--- config.mk ---
export PLATFORM = sky130hd
export DESIGN_NAME = right_shift_serializer
export DESIGN_NICKNAME = d
export VERILOG_FILES = /design/src/rtl/right_shift_serializer_pkg.sv /design/src/rtl/right_shift_serializer_counter.sv /design/src/rtl/right_shift_serializer.sv
export SDC_FILE = /design/constraint.sdc
export NUM_CORES = 1
export LEC_CHECK = 0
export ABC_AREA = 1
export CAP_MARGIN = 20
export CORE_UTILIZATION = 40
export DETAILED_ROUTE_END_ITERATION = 10
export PLACE_DENSITY = 0.66
export SLEW_MARGIN = 25
export SYNTH_ARGS = -nofsm -noshare
export SYNTH_HDL_FRONTEND = slang
export SYNTH_SLANG_ARGS = --single-unit
--- constraint.sdc ---
create_clock -name clk -period 3.73 [get_ports clk]
set_input_delay 0.746 -clock clk [delete_from_list [all_inputs] [get_ports clk]]
set_output_delay 0.746 -clock clk [all_outputs]
set_load 0.02 [all_outputs]
--- src/rtl/right_shift_serializer_pkg.sv ---
// ============================================================================
// Module      : right_shift_serializer_pkg
// Description : Shared types for the LSB-first serial transmitter.
// Revision    : 1.0 - initial release
// ============================================================================
`default_nettype none

package right_shift_serializer_pkg;

  typedef enum logic [0:0] {
    ST_IDLE  = 1'b0,
    ST_SHIFT = 1'b1
  } state_t;

endpackage

`default_nettype wire

--- src/rtl/right_shift_serializer_counter.sv ---
// ============================================================================
// Module      : bit_down_counter
// Description : Loadable down counter with zero/one flags; load beats decrement.
// Revision    : 1.0 - initial release
// ============================================================================
`default_nettype none

module bit_down_counter #(
  parameter int WIDTH = 4
) (
  input  logic             clk,
  input  logic             reset,
  input  logic             load,
  input  logic [WIDTH-1:0] load_value,
  input  logic             dec,
  output logic [WIDTH-1:0] count,
  output logic             zero,
  output logic             one
);

  logic [WIDTH-1:0] r_count;

  always_ff @(posedge clk) begin
    if (reset) begin
      r_count <= '0;
    end else if (load) begin
      r_count <= load_value;
    end else if (dec) begin
      r_count <= r_count - WIDTH'(1);
    end
  end

  assign count = r_count;
  assign zero  = (r_count == '0);
  assign one   = (r_count == WIDTH'(1));

endmodule

`default_nettype wire

--- src/rtl/right_shift_serializer.sv ---
// ============================================================================
// Module      : right_shift_serializer
// Description : Parallel-in, LSB-first serial-out transmitter with handshake.
// Revision    : 1.0 - initial release
// ============================================================================
`default_nettype none

module right_shift_serializer
  import right_shift_serializer_pkg::*;
#(
  parameter int SIZE = 8
) (
  input  logic            clk,
  input  logic            reset,
  input  logic [SIZE-1:0] load_data,
  input  logic            load_valid,
  output logic            load_ready,
  input  logic            enable,
  output logic            out,
  output logic            out_valid,
  output logic            last
);

  localparam int              CNT_W  = $clog2(SIZE + 1);
  localparam logic [CNT_W-1:0] C_SIZE = CNT_W'(SIZE);

  logic [SIZE-1:0]  r_shreg;
  logic [CNT_W-1:0] w_count;
  logic             w_zero;
  logic             w_one;
  logic             w_accept;
  logic             w_shift;
  state_t           w_state;

  // A load on the last-bit edge overrides the final shift, so words abut.
  assign w_accept = load_valid && load_ready;
  assign w_shift  = out_valid && !w_accept;

  bit_down_counter #(
    .WIDTH (CNT_W)
  ) u_counter (
    .clk        (clk),
    .reset      (reset),
    .load       (w_accept),
    .load_value (C_SIZE),
    .dec        (w_shift),
    .count      (w_count),
    .zero       (w_zero),
    .one        (w_one)
  );

  always_ff @(posedge clk) begin
    if (reset) begin
      r_shreg <= '0;
    end else if (w_accept) begin
      r_shreg <= load_data;
    end else if (w_shift) begin
      r_shreg <= {1'b0, r_shreg[SIZE-1:1]};
    end
  end

  always_comb begin
    w_state    = w_zero ? ST_IDLE : ST_SHIFT;
    out_valid  = 1'b0;
    last       = 1'b0;
    load_ready = 1'b0;
    case (w_state)
      ST_IDLE: begin
        load_ready = !reset;
      end
      ST_SHIFT: begin
        out_valid  = enable;
        last       = enable && w_one;
        load_ready = !reset && enable && w_one;
      end
      default: begin
        load_ready = 1'b0;
      end
    endcase
  end

  assign out = r_shreg[0];

endmodule

`default_nettype wire

# Word level (Yosys, flattened, before mapping)
# Index checks and enable logic that the tools add are counted.
[word_totals]
register_bits = 12
input_bits = 12
out_inout_bits = 4
elab_cells = 23
[classes]
n_addsub = 1
n_eq_ne = 1
muxes = 8
n_reduce_logical = 10
[ops]
columns = ["op", "count"]
rows = [
  ["$mux W8", 2],
  ["$mux W4", 2],
  ["$logic_and A1 B1 Y1", 5],
  ["$eq A4 B1 Y1 const B", 1],
  ["$logic_not A4 Y1", 1],
  ["$sub A4 B1 Y4 const B", 1],
  ["$mux W1", 3],
  ["$logic_not A1 Y1", 2],
  ["$pmux W1 S2", 1],
  ["$reduce_bool A2 Y1", 1],
  ["$reduce_or A2 Y1", 1],
]

# Longest topological paths before layout
# Gate-level depths: netlist (run 1).
[logic_depth]
word_depth = 9
mapped_depth = 12

# By module
# From an unflattened synthesis (run 1), not the netlist that was laid out.
[hier_totals]
hier_cells = 113
area_unflattened_um2 = 754.5
[by_module_without_submodules]
columns = ["module", "instances", "cells_each", "area_per_inst_um2", "seq_area_each_um2"]
rows = [
  ["right_shift_serializer", 1, 70, 486.7, 160.2],
  ["bit_down_counter", 1, 43, 267.8, 80.1],
]

# Least setup slack after synthesis (run 1)
# Ideal clock, no wire load.
[synth_timing]
path_kind = "input-to-output"
startpoint = "input enable"
endpoint = "output last"
t_arrival_ps = 1199
slack_ps = 1785
stages = 4
path_buffers = 0
cell_sequence = "nand2_1 inv_1 nand2_2 nor2_1"
[synth_via]
elab_chain_cells = 2
[synth_rtl]
columns = ["item", "line_no", "rtl"]
rows = [
  ["start: declaration", "right_shift_serializer.sv:18", "input logic enable,"],
  ["$logic_and A1 B1 Y1", "right_shift_serializer.sv:73", "last = enable && w_one;"],
  ["$mux W1", "right_shift_serializer.sv:67", "case (w_state)"],
  ["end: declaration", "right_shift_serializer.sv:21", "output logic last"],
]
# Every way passes these cells.

# Final worst setup path (run 1)
[layout_timing]
startpoint = "input enable"
endpoint = "output load_ready"
[layout_via]
elab_chain_cells = 3
[layout_rtl]
columns = ["item", "line_no", "rtl"]
rows = [
  ["$logic_and A1 B1 Y1 (2 in a row)", "right_shift_serializer.sv:74", "load_ready = !reset && enable && w_one;"],
  ["$pmux W1 S2", "right_shift_serializer.sv:67", ""],
  ["end: declaration", "right_shift_serializer.sv:17", "output logic load_ready,"],
]
# Every way passes these cells.

==> results.py, run 1 <==
metrics = {
    "outcome": {
        "outcome": "finished, final reports clean",
    },
    "cts": {
        "root_buffer": "clkbuf_4",
        "postCtsResizedCells": 0,
        "htreeDepth": 1,
        "cts_tree": "yes",
        "ctsHoldBuffers": 0,
        "cts.sinks": 12,
        "cts-buffers-inserted": 3,
        "path_clk_slew_ns": 0.07,
        "post_cts_buffers": 0,
        "clk_latency_ns": 0.27,
        "cts_buffer_depth": 2,
    },
    "power": {
        "p_clk_share_pct": 11.6,
        "internal_power_mw": 0.357,
        "power.total_mw": 0.677,
        "pwr-share-comb_pct": 59.1,
        "ir_drop_mv": 0.471,
        "p_switching_mw": 0.320,
        "p_seq_share_pct": 29.3,
        "p_sw_share_pct": 47.3,
        "power_density_mw_per_mm2": 754,
        "p_leak_nw": 0.420,
    },
    "worst_setup_path": {
        "worst_path_largest_cell_delay_ns": 0.65,
        "cp_max_fo": 9,
        "cp.arrival_ns": 2.40,
        "critical_path_class": "in2out",
        "end_kind": "output port",
        "path_cells": "clkdlybuf4s50_1 > nand2_1 > inv_1 > nand2_2 > a21oi_4 > clkdlybuf4s50_1",
        "critPathLaunchType": "input pin",
        "crit_buf_inv": 3,
        "cpMostUsedCell": "clkdlybuf4s50_1",
        "worstPathRequired_ns": 2.98,
        "crit_family": "buffers and inverters",
        "slowest_stage": "clkdlybuf4s50_1",
    },
    "routing": {
        "wire_per_inst_um": 10.5,
        "initialDrtViolationCount": 22,
        "drc_errors": 0,
        "via_count": 637,
        "ant_nets": 0,
        "firstDrtPassIters": 4,
        "avgViaCountPerCell": 4.68,
        "finalWirelength_um": 1420,
    },
    "floorplan": {
        "start_util_pct": 42.4,
        "die_y_um": 44.6,
        "num_io_pins": 16,
        "coreArea_mm2": 0.00171,
        "die_area_mm2": 0.00199,
        "row_count": 15,
        "fp.dieW_um": 44.6,
    },
    "layout": {
        "n_antenna_cell": 0,
        "stdcell_count": 136,
        "final_nets": 127,
        "synthToLayoutAreaGrowth_pct": 23.8,
        "nFillCells": 177,
        "layout-drive-gt1-share_pct": 13.5,
    },
    "synthesis": {
        "ys_top_cells_by_area": "dfxtp_1 (33%), nand3_1 (21%), nand2_1 (7.8%)",
        "yosysWarnings": 0,
        "synth.avg_cell_area_um2": 7.55,
        "ys_seq_area_share_pct": 33.2,
        "syn_nets": 110,
        "ys_types": 22,
        "yosysTopAreaCell": "dfxtp_1",
        "synth-seq-cells": 12,
        "postSynthCellCount": 96,
        "synthesis.area_um2": 724,
        "yosysTopAreaCellShare_pct": 33.2,
    },
    "global_routing": {
        "grt_max_degree": 20,
        "grtUsageTotal_pct": 16.1,
        "grt_pass1_vias": 543,
        "antenna_found_initial": 0,
        "grt_pass1_wl_um": 2330,
        "overflow": 0,
    },
    "sta": {
        "hold_slack_ns": 0.494,
        "relSlewSlack_pct": 73.9,
        "tightest_slew_ns": 0.390,
        "rsz0062_at_grt": "false",
        "setup_slack_ns": 0.581,
        "fin_crit_ns": 3.15,
        "finalHoldViolCount": 0,
        "drv_slew": 0,
        "setup_viol": 0,
        "max_freq_mhz": 318,
        "post-route-period-util_pct": 84.4,
        "finalClockSkew_ns": 0.000536,
        "tns_ns": 0,
    },
    "placement": {
        "portBuffers": 15,
        "place_congestion": 0.778,
        "dp_hpwl_um": 970,
        "place_ws_ns": 0.575,
        "placed_cells": 133,
    },
    "min_path": {
        "hold_class": "reg2reg",
    },
    "run": {
        "max_cap_violations": 0,
    },
}
## metrics by stage
stage,utilization [%],cell area [um2]
6_report,52.5,897
4_1_cts,52.5,897
3_3_place_gp,51.2,875
5_1_grt,52.5,897
2_1_floorplan,-,724
3_5_place_dp,51.2,875
## kinds of logic (layout without fill, tap and decap cells)
group / count (synthesis) / count (layout) / synth area share [%]
and+or+nand+nor: 59 / 59 / 43.7
buffers and inverters: 17 / 32 / 13.5
adders and majority gates: 2 / 2 / 3.45
DFF: 12 / 12 / 33.2
AOI/OAI and AO/OA: 5 / 5 / 5.01
xor gates and xnor gates: 1 / 1 / 1.21
## path summary, 6_finish.rpt
check	start	end	slack, ns	cells after the start
setup / recovery	enable	load_ready	0.58	6
hold / removal	r_shreg[7]	r_shreg[7]	0.49	2
setup reg to reg	u_counter.count[0]	u_counter.count[3]	2.06	10
hold reg to reg	r_shreg[7]	r_shreg[7]	0.49	2
## worst min-delay path, cell delays in order, from the launching register on
cell     delay (ns)
dfxtp_1        0.31
nand3_1        0.07
a21oi_1        0.06
## placed cells by master, fill, tap and decap left out, drive strengths merged
cell and count:
clkdlybuf4s50 15, nand3 32, o21ai 1, bufinv 1
ha 2, dfxtp 12, nand2 20, nor2 5
a21oi 4, clkbuf 3, inv 13, nor3 2
xor2 1
## synthesized netlist by cell type
master and instances:
nand3_1 30, nand2_1 15, dfxtp_1 12, inv_1 12
nor2_1 4, a21oi_1 3, nand2_2 3, ha_1 2
nand2_4 2, a21oi_4 1, buf_2 1, buf_6 1
buf_8 1, bufinv_8 1, inv_2 1, nand3_2 1
nand3_4 1, nor2_4 1, nor3_1 1, nor3_2 1
o21ai_1 1, xor2_1 1
## metal layers
layer | GRT usage (%) | wire length, um
met3 | 4.08 | 79
met5 | 0 | 0
met4 | 10.3 | 13
met1 | 22.0 | 739
met2 | 22.4 | 590
## registers in the layout (all words and copies together), names as in the netlist
name             flops
r_shreg              8
u_counter.count      4
## cell type report
| class | count | area [um2] | share of cell area, % |
|---|---|---|---|
| Sequential cell | 12 | 240 | 26.8 |
| Timing Repair Buffer | 15 | 150 | 16.7 |
| Tap cell | 25 | 31.3 | 3.49 |
| Clock buffer | 3 | 22.5 | 2.51 |
| Multi-Input combinational cell | 67 | 387 | 43.1 |
| Inverter | 14 | 66.3 | 7.39 |
## power groups by stage
stage               logic [mW]  clock network, mW  registers [mW]
floorplan                0.329                  0           0.199
global placement         0.396                  0           0.200
detailed placement       0.399                  0           0.201
CTS                      0.402             0.0811           0.198
global route             0.451             0.0856           0.203
finish                   0.400             0.0786           0.198
(Power assumes the default switching activity.)
==> run 2: changes to the inputs <==
--- a/config.mk
+++ b/config.mk
@@ -9,7 +9,7 @@
 export CAP_MARGIN = 20
 export CORE_UTILIZATION = 40
 export DETAILED_ROUTE_END_ITERATION = 10
-export PLACE_DENSITY = 0.66
+export PLACE_DENSITY = 0.68
 export SLEW_MARGIN = 25
 export SYNTH_ARGS = -nofsm -noshare
 export SYNTH_HDL_FRONTEND = slang
==> constraint.sdc (replaced) <==
create_clock -name clk -period 2.56 [get_ports clk]
set_input_delay 0.512 -clock clk [delete_from_list [all_inputs] [get_ports clk]]
set_output_delay 0.512 -clock clk [all_outputs]
set_load 0.02 [all_outputs]
==> results.py, run 2 (synthesis results as in run 1) <==
metrics = {
    "routing": {
        "finalWirelength_um": 1360,
        "wire_per_inst_um": 9.78,
        "avgViaCountPerCell": 4.68,
        "initialDrtViolationCount": 7,
        "via_count": 650,
        "ant_nets": 0,
        "drc_errors": 0,
        "firstDrtPassIters": 4,
    },
    "cts": {
        "root_buffer": "clkbuf_4",
        "clk_latency_ns": 0.26,
        "htreeDepth": 1,
        "path_clk_slew_ns": 0.07,
        "cts_tree": "yes",
        "cts_buffer_depth": 2,
        "cts.sinks": 12,
        "postCtsResizedCells": 0,
        "ctsHoldBuffers": 0,
        "cts-buffers-inserted": 3,
        "post_cts_buffers": 0,
    },
    "worst_setup_path": {
        "slowest_stage": "clkdlybuf4s50_1",
        "critical_path_class": "in2out",
        "cp.arrival_ns": 1.95,
        "critPathLaunchType": "input pin",
        "end_kind": "output port",
        "path_cells": "clkdlybuf4s50_1 > nand2_1 > inv_1 > nand2_2 > a21oi_4 > clkdlybuf4s50_1",
        "worstPathRequired_ns": 2.05,
        "worst_path_largest_cell_delay_ns": 0.62,
        "cp_max_fo": 3,
        "cpMostUsedCell": "clkdlybuf4s50_1",
    },
    "global_routing": {
        "grt_pass1_vias": 549,
        "grt_use_met2_pct": 25.6,
        "antenna_found_initial": 0,
        "overflow": 0,
        "met1_usage_pct": 20.4,
        "grt_max_degree": 20,
        "grtUsageMet3_pct": 2.45,
        "grt.busiest_layer": "met2",
        "grt_pass1_wl_um": 2290,
        "grtUsageTotal_pct": 15.8,
    },
    "layout": {
        "top_register": "r_shreg",
        "n_antenna_cell": 0,
        "layout_common_cells": "nand3_1 (30), nand2_1 (15), clkdlybuf4s50_1 (15)",
        "nFillCells": 173,
        "largest_reg_flops": 8,
        "mostFrequentLayoutCell": "nand3_1",
        "layout-drive-gt1-share_pct": 15.8,
        "synthToLayoutAreaGrowth_pct": 26.9,
        "final_nets": 130,
        "final_core_util_pct": 53.8,
    },
    "floorplan": {
        "start_util_pct": 42.4,
        "die_y_um": 44.6,
        "coreArea_mm2": 0.00171,
        "num_io_pins": 16,
        "fp.dieW_um": 44.6,
        "row_count": 15,
        "die_area_mm2": 0.00199,
    },
    "placement": {
        "place_congestion": 0.772,
        "dp_hpwl_um": 997,
        "portBuffers": 15,
    },
    "run": {
        "max_cap_violations": 0,
    },
    "power": {
        "p_leak_nw": 0.435,
        "power_density_mw_per_mm2": 1100,
        "power.total_mw": 1.01,
        "ir_drop_mv": 0.546,
    },
    "sta": {
        "drv_slew": 0,
        "setup_viol": 0,
        "tightest_slew_ns": 0.390,
        "post-route-period-util_pct": 96.3,
        "finalHoldViolCount": 0,
        "relSlewSlack_pct": 73.9,
        "finalClockSkew_ns": 0.000481,
        "rsz0062_at_grt": "false",
        "max_freq_mhz": 406,
        "fin_crit_ns": 2.47,
        "tns_ns": 0,
    },
    "outcome": {
        "outcome": "finished, final reports clean",
    },
    "min_path": {
        "hold_class": "reg2reg",
    },
}
-- run 2: routing by layer --
layer  vias up  wire length [um]
met4         0                12
met5         -                 0
li1        352                 -
met3         2                39
met2        11               658
met1       285               650
-- run 2: stage by stage --
step / hold WS [ns] / setup WS, ns / std cells / instance area, um2
final: 0.499 / 0.0949 / 139 / 920
after global routing: 0.524 / 0.0525 / 139 / 920
after CTS: 0.495 / 0.0971 / 139 / 920
after detailed placement: 0.485 / 0.113 / 136 / 897
after global placement: 0.470 / 0.112 / 136 / 897
after floorplan: 0.451 / 0.977 / 96 / 724
-- run 2: cell type report --
class	count	area [um2]	area share [%]
multi-input cells	67	387	42.0
clock buffers	3	22.5	2.45
well taps	25	31.3	3.40
repair buffers	18	173	18.8
inverters	14	66.3	7.21
flip-flops and latches	12	240	26.1
-- run 2: final timing paths --
kind                            from                  to  slack, ns  depth (start not counted)
hold / removal            r_shreg[7]          r_shreg[7]       0.50                          2
setup / recovery              enable          load_ready       0.09                          6
hold reg to reg           r_shreg[7]          r_shreg[7]       0.50                          2
setup reg to reg  u_counter.count[0]  u_counter.count[3]       0.89                         11
-- run 2: worst max-delay path, delay by kind of cell --
kind	cells	cell delay (ns)
compound gates	1	0.14
buf+inv	3	1.16
simple gates	2	0.14
-- run 2: where the power goes --
part	switching, mW	internal (mW)	leakage (nW)
clock network	0.0561	0.0542	0.0138
registers	0.0458	0.243	0.0979
logic	0.365	0.247	0.323
==> run 3: changes to the inputs <==
--- a/config.mk
+++ b/config.mk
@@ -6,9 +6,10 @@
 export NUM_CORES = 1
 export LEC_CHECK = 0
 export ABC_AREA = 1
-export CAP_MARGIN = 20
+export CAP_MARGIN = 40
 export CORE_UTILIZATION = 40
 export DETAILED_ROUTE_END_ITERATION = 10
+export GPL_TIMING_DRIVEN = 0
 export PLACE_DENSITY = 0.68
 export SLEW_MARGIN = 25
 export SYNTH_ARGS = -nofsm -noshare
==> results.py, run 3 (synthesis results as in run 1) <==
metrics = {
    "sta": {
        "relSlewSlack_pct": 83.1,
        "rsz0062_at_grt": "false",
        "setup_viol": 0,
        "finalHoldViolCount": 0,
        "drv_slew": 0,
        "fin_crit_ns": 2.46,
        "finalClockSkew_ns": 0.000735,
        "max_freq_mhz": 407,
        "hold_slack_ns": 0.482,
        "tightest_slew_ns": 0.252,
        "post-route-period-util_pct": 96.0,
    },
    "floorplan": {
        "die_area_mm2": 0.00199,
        "fp.dieW_um": 44.6,
        "die_y_um": 44.6,
        "coreArea_mm2": 0.00171,
        "num_io_pins": 16,
        "start_util_pct": 42.4,
        "row_count": 15,
    },
    "layout": {
        "final_area_um2": 930,
        "stdcell_count": 139,
        "nFillCells": 173,
        "top_register": "r_shreg",
        "mostFrequentLayoutCell": "nand3_1",
        "layout-drive-gt1-share_pct": 16.7,
        "layout_common_cells": "nand3_1 (30), nand2_1 (15), inv_1 (12), clkdlybuf4s50_1 (12), dfxtp_1 (12)",
        "final_nets": 129,
        "largest_reg_flops": 8,
        "synthToLayoutAreaGrowth_pct": 28.3,
        "n_antenna_cell": 0,
    },
    "routing": {
        "initialDrtViolationCount": 12,
        "highest_layer": "met4",
        "routed-wl-met3_um": 77,
        "wire_per_inst_um": 10.4,
        "met2_length_um": 676,
        "finalWirelength_um": 1450,
        "wl_met1_um": 664,
        "avgViaCountPerCell": 4.78,
        "via_count": 665,
        "ant_nets": 0,
        "firstDrtPassIters": 6,
        "drc_errors": 0,
    },
    "placement": {
        "place_area_um2": 896,
        "portBuffers": 14,
        "place_congestion": 0.795,
        "placed_cells": 135,
        "dp_hpwl_um": 1030,
    },
    "worst_setup_path": {
        "cp.arrival_ns": 1.95,
        "worstPathRequired_ns": 2.05,
        "cp_max_fo": 3,
        "cpMostUsedCell": "clkdlybuf4s50_1",
        "end_kind": "output port",
        "critical_path_class": "in2out",
        "slowest_stage": "clkdlybuf4s50_1",
        "critPathLaunchType": "input pin",
        "path_cells": "clkdlybuf4s50_1 > nand2_1 > inv_1 > nand2_2 > nor2_1 > clkdlybuf4s50_1",
        "worst_path_largest_cell_delay_ns": 0.60,
    },
    "cts": {
        "postCtsResizedCells": 2,
        "cts_buffer_depth": 2,
        "cts-buffers-inserted": 3,
        "htreeDepth": 1,
        "clk_latency_ns": 0.27,
        "ctsHoldBuffers": 0,
        "cts.sinks": 12,
        "path_clk_slew_ns": 0.07,
        "cts_tree": "yes",
        "root_buffer": "clkbuf_4",
        "post_cts_buffers": 0,
    },
    "global_routing": {
        "overflow": 0,
        "grt_max_degree": 11,
        "grt_pass1_vias": 587,
        "antenna_found_initial": 0,
        "grt_pass1_wl_um": 2570,
        "grtUsageTotal_pct": 18.6,
    },
    "min_path": {
        "hold_class": "reg2reg",
    },
    "run": {
        "max_cap_violations": 0,
    },
    "power": {
        "p_leak_nw": 0.447,
        "power_density_mw_per_mm2": 1130,
        "ir_drop_mv": 0.441,
    },
    "outcome": {
        "outcome": "finished, final reports clean",
    },
}
==> run 3: cell count changes in the layout (fill, tap and decap cells not counted), sizes merged <==
cell and delta:
clkbuf +1, clkdlybuf4s50 -3, dlygate4sd2 +2
==> run 3: path summary, 6_finish.rpt <==
kind,startpoint,cells past startpoint,slack [ns],endpoint
worst max-delay path,enable,6,0.10,last
worst min-delay path,r_shreg[7],2,0.48,r_shreg[7]
worst max register to register,u_counter.count[0],9,0.99,u_counter.count[1]
worst min register to register,r_shreg[7],2,0.48,r_shreg[7]
==> run 3: cell type report <==
type	instances	area (um2)	share of cell area, %
inverters	14	66.3	7.13
flip-flops and latches	12	240	25.8
multi-input cells	67	387	41.6
repair buffers	14	138	14.8
clock buffers	4	36.3	3.90
well taps	25	31.3	3.36
plain buffers	3	31.3	3.36
==> run 3: worst max-delay path: cells and delay by family <==
kind	cells	cell delay (ns)
buffers and inverters	3	1.19
and+or+nand+nor	3	0.24
==> run 3: metrics by stage <==
step	setup WS (ns)	setup TNS [ns]	util (%)	power, mW
detailed placement	-0.107	-0.107	52.5	0.920
CTS	0.101	0	54.4	1.06
global route	0.0213	0	54.4	1.15
floorplan	0.977	0	-	0.769
finish	0.102	0	54.4	1.05
global placement	-0.112	-0.112	52.5	0.907
==> run 3: per-layer routing <==
metal	global-route usage, %	up-vias
met1	21.8	291
met4	9.09	0
li1	-	354
met3	8.57	4
met5	0	-
met2	28.5	16
==> run 3: report_power, final <==
group          switching (mW)  leakage [nW]  internal [mW]
registers              0.0464        0.0979          0.243
clock network          0.0648        0.0210         0.0865
logic                   0.369         0.328          0.240
